==> config.mk <==
export PLATFORM = sky130hd
export DESIGN_NAME = mux_scan_ctrl
export DESIGN_NICKNAME = d
export VERILOG_FILES = /design/src/rtl/mux_scan_ctrl.sv
export SDC_FILE = /design/constraint.sdc
export NUM_CORES = 1
export LEC_CHECK = 0
export CORE_UTILIZATION = 40
export DETAILED_ROUTE_END_ITERATION = 7
export PLACE_DENSITY = 0.72
export SLEW_MARGIN = 5
export SYNTH_ARGS = -nofsm -noshare
export SYNTH_HDL_FRONTEND = slang
export SYNTH_SLANG_ARGS = --single-unit
==> constraint.sdc <==
create_clock -name clk -period 6.55 [get_ports clk]
set_input_delay 1.31 -clock clk [delete_from_list [all_inputs] [get_ports clk]]
set_output_delay 1.31 -clock clk [all_outputs]
set_load 0.05 [all_outputs]
==> src/rtl/mux_scan_ctrl.sv <==
// Scan controller for a 4:1 4-bit select mux: steps the select at a programmable
// rate, samples each slot and delivers packed 16-bit frames over valid/ready.
module mux_scan_ctrl #(
    parameter int TICK_DIV = 50000,
    parameter int CNT_W    = 16
) (
    input  logic        clk,
    input  logic        rst,
    input  logic        En,
    output logic [1:0]  Sel,
    input  logic [3:0]  Y,
    output logic [15:0] Frame,
    output logic        Frame_valid,
    input  logic        Frame_ready,
    output logic        Busy,
    output logic        Overrun,
    input  logic        Clr_ovr
);

    typedef enum logic [0:0] {
        IDLE = 1'b0,
        SCAN = 1'b1
    } state_t;

    localparam logic [CNT_W-1:0] TICK_LAST = CNT_W'(TICK_DIV - 1);

    state_t           state_r, state_next_s;
    logic [CNT_W-1:0] presc_r, presc_next_s;
    logic [1:0]       sel_r, sel_next_s;
    logic [11:0]      shadow_r, shadow_next_s;
    logic [15:0]      frame_r, frame_next_s;
    logic             frame_valid_r, frame_valid_next_s;
    logic             overrun_r, overrun_next_s;
    logic             busy_r;
    logic             tick_s, done_s, slot_free_s, load_s, drop_s;

    // Next-state, prescaler, sampling and output-slot decisions.
    always_comb begin
        state_next_s       = state_r;
        presc_next_s       = presc_r;
        sel_next_s         = sel_r;
        shadow_next_s      = shadow_r;
        frame_next_s       = frame_r;
        frame_valid_next_s = frame_valid_r;
        overrun_next_s     = overrun_r;

        tick_s      = (state_r == SCAN) && (presc_r == TICK_LAST);
        done_s      = tick_s && (sel_r == 2'd3);
        slot_free_s = !frame_valid_r || Frame_ready;
        load_s      = done_s && slot_free_s;
        drop_s      = done_s && !slot_free_s;

        case (state_r)
            IDLE: begin
                presc_next_s = {CNT_W{1'b0}};
                sel_next_s   = 2'd0;
                if (En) begin
                    state_next_s = SCAN;
                end else begin
                    state_next_s = IDLE;
                end
            end
            SCAN: begin
                if (tick_s) begin
                    presc_next_s = {CNT_W{1'b0}};
                    sel_next_s   = sel_r + 2'd1;
                end else begin
                    presc_next_s = presc_r + CNT_W'(1);
                    sel_next_s   = sel_r;
                end
                // En is only honoured at frame boundaries so frames are never cut short.
                if (done_s && !En) begin
                    state_next_s = IDLE;
                    sel_next_s   = 2'd0;
                end else begin
                    state_next_s = SCAN;
                end
            end
            default: begin
                state_next_s = IDLE;
                presc_next_s = {CNT_W{1'b0}};
                sel_next_s   = 2'd0;
            end
        endcase

        if (tick_s) begin
            case (sel_r)
                2'd0:    shadow_next_s[3:0]  = Y;
                2'd1:    shadow_next_s[7:4]  = Y;
                2'd2:    shadow_next_s[11:8] = Y;
                default: shadow_next_s       = shadow_r;
            endcase
        end else begin
            shadow_next_s = shadow_r;
        end

        if (load_s) begin
            frame_next_s       = {Y, shadow_r};
            frame_valid_next_s = 1'b1;
        end else if (frame_valid_r && Frame_ready) begin
            frame_valid_next_s = 1'b0;
        end else begin
            frame_valid_next_s = frame_valid_r;
        end

        // A drop on the same edge as a clear leaves the flag set.
        if (drop_s) begin
            overrun_next_s = 1'b1;
        end else if (Clr_ovr) begin
            overrun_next_s = 1'b0;
        end else begin
            overrun_next_s = overrun_r;
        end
    end

    // State and datapath registers.
    always_ff @(posedge clk or posedge rst) begin
        if (rst) begin
            state_r       <= IDLE;
            presc_r       <= {CNT_W{1'b0}};
            sel_r         <= 2'd0;
            shadow_r      <= 12'd0;
            frame_r       <= 16'd0;
            frame_valid_r <= 1'b0;
            overrun_r     <= 1'b0;
            busy_r        <= 1'b0;
        end else begin
            state_r       <= state_next_s;
            presc_r       <= presc_next_s;
            sel_r         <= sel_next_s;
            shadow_r      <= shadow_next_s;
            frame_r       <= frame_next_s;
            frame_valid_r <= frame_valid_next_s;
            overrun_r     <= overrun_next_s;
            busy_r        <= (state_next_s == SCAN);
        end
    end

    assign Sel         = sel_r;
    assign Frame       = frame_r;
    assign Frame_valid = frame_valid_r;
    assign Busy        = busy_r;
    assign Overrun     = overrun_r;

endmodule
==> results.md <==
* Outcome: finished clean
* Final hold viol count at 0
* Synth Instances at between 150 and 200
* Kind of cell adding the most delay to the critical path: buffers and inverters
* Number of synthesized register bits at 49
* Cts hold-fix bufs at 0
* Crit-path max cell delay at about 830 ps
* Clock latency on the worst-skew pair at 300 ps
* Clock Sinks at ~50
* Post-layout util at 0.509
* Gp weighted congestion at approximately 0.73
* Antenna viol nets, final at 0
* DIE HEIGHT at approximately 75 µm
* Via Count at around 1300
* Design Power at 0.657 mW
* Placed cells at 262
* Layout cell share with drive strength beyond 1 at 0.200
* Clk root buf: clkbuf_8
* Final slew viol count at 0
* Final setup violation count at 0
* Vias in the first global route at between 1000 and 1500
* Pwr/cell area at 251 mW/mm²
* Final Cell Area at 0.00262 mm²
* Largest net degree at the start of global routing at 50
* Asr flop ratio synth at 1.00
* H-tree depth at 2
* Drt total wl at between 3000 and 4000 µm
* Gr usage total at 0.148
* HP Class: reg2reg
* Die area at 0.00569 mm²
* CTS Buffer Depth at 2
* Ys Warns at 0
* First-pass GRT wire length at 6180 µm
* Most frequent cells in the layout: dfrtp_1, clkdlybuf4s50_1, mux2_2, nor2_1, xnor2_1
* # IOs at 30
* Leading cell type in the layout, fill and taps excluded: dfrtp_1
* Worst path arrival time at 1570 ps
* CP Class: reg2out
* Wire length per cell at 13.6 µm
* Worst-path clk slew at 80 ps
* HPWL after DPL at around 2500 µm
* Setup WS pre-CTS at 3310 ps
* TritonCTS clock tree: built
* Cell Area, Placed at 0.00249 mm²
* Sequence of cells on the critical path: clkdlybuf4s50_1
* Cell Area, Synth at 0.00216 mm²
* Slowest CP cell: clkdlybuf4s50_1
* Setup_tns at 0 ps
* Crit path buf inv count at 1
* Mapped Nets at approximately 180
* Fin crit share at 0.440
* Remaining DRCs at 0
* Port Buffers at 29
* Syn Area/Cell at 12.9 µm²
* Max cap viols at 0
* Post-synth EDFFs at 0
* Fin Clk Skew at slightly above 8 ps
* GR Overflow Total at 0
* Vias/cell at 4.92
* DR pass1 iterations at 4
* Slew HR at 0.351
* VDD IR max at 121 µV
* Worst-Margin Slew at 973 ps
* WHS at 497 ps
* Worst-path fanout max at 5
* CP required at 5240 ps
* Core Rows at 26
* N_diodes at 0
* Core area at 0.00514 mm²
* CP endpoint kind: output pin
* Distinct cells, synth at 27
* Starting Density at 0.420
* Die W at approximately 75 µm
* Number of antenna violations at the first check in global routing at 0
* Post_cts resized at 0
* Setup Fix Bufs, Post-CTS at 0
* Fmax at ~350 MHz
* RSZ-0062 raised after global routing: no
* Leak at between 1 and 1.5 nW
* Setup crit start kind: flip-flop
* Post-route minimum period at 2880 ps
* Register area share after synthesis at 0.568
* TritonCTS Buffers at 5
* Nets at 213
* Top FF cell, synth: dfrtp_1
* Starting DRT DRC Count at 62
* Post-route setup slack at between 3000 and 4000 ps
* Final cell count without fillers at 270
* Synth-to-Final Area Change at 21.2%
==> cell type report <==
| cell class | count | area, µm² |
|---|---|---|
| clock buffers | 6 | 82.6 |
| clock inverters | 2 | 37.5 |
| fillers | 471 | 2520 |
| inverters | 9 | 33.8 |
| multi-input cells | 105 | 857 |
| flip-flops and latches | 49 | 1230 |
| well taps | 70 | 87.6 |
| repair buffers | 29 | 290 |
==> per-layer routing <==
metal,part of all wire,vias up,track usage
li1,-,632,-
met1,0.46,661,0.189
met4,0.020,0,0.0638
met5,0,-,0
met3,0.041,8,0.0437
met2,0.47,27,0.236
==> worst register-to-register path, stage by stage (launching register included) <==
cell and delay [ps]:
dfrtp_1 460, or4b_4 570, nor4_4 430, and3_1 820, mux2_2 420
==> cells by family (layout without fill, tap and decap cells) <==
logic type / count (synthesis) / after routing / share of synthesized area
and+or+nand+nor: 53 / 53 / 0.132
DFF: 49 / 49 / 0.568
muxes: 29 / 29 / 0.168
xor gates and xnor gates: 14 / 14 / 0.0568
buffers and inverters: 13 / 46 / 0.0342
adders and majority gates: 5 / 5 / 0.0290
AOI/OAI and AO/OA: 4 / 4 / 0.0110
==> where the power goes <==
group | internal, mW | leakage [nW] | switching [mW]
sequential | 0.327 | 0.636 | 0.0266
combinational | 0.0365 | 0.448 | 0.0417
clock | 0.124 | 0.0574 | 0.101
total | 0.488 | 1.14 | 0.169
==> Yosys cell counts, drive strengths merged, types with 3 or more instances <==
cell type,count,share of area
buf,3,0.017
dfrtp,49,0.57
ha,5,0.029
inv,9,0.016
mux2,28,0.16
nand2,9,0.016
nand3,5,0.012
nand4,4,0.012
nor2,18,0.031
nor3,4,0.0093
nor4,6,0.024
xnor2,12,0.049
==> sequential cells by signal (all words and copies together) (netlist names) <==
name and flops:
Busy 1, presc_r 16, shadow_r 12, Sel 2, Frame_valid 1, Frame 16
Overrun 1
==> path summary, 6_finish.rpt <==
path                                            from                       to  slack [ps]  cells after the start
worst max-delay path                  Busy$_DFF_PP0_                     Busy        3670                      1
worst min-delay path            presc_r[0]$_DFF_PP0_     presc_r[0]$_DFF_PP0_         500                      1
worst max register to register  presc_r[7]$_DFF_PP0_    Frame[10]$_DFFE_PP0P_        3750                      4
worst min register to register  presc_r[0]$_DFF_PP0_     presc_r[0]$_DFF_PP0_         500                      1
max in group asynchronous                        rst     presc_r[2]$_DFF_PP0_        4400                      2
min in group asynchronous                        rst  shadow_r[3]$_DFFE_PP0P_        1550                      2
Power figures use the tool's default switching activity.
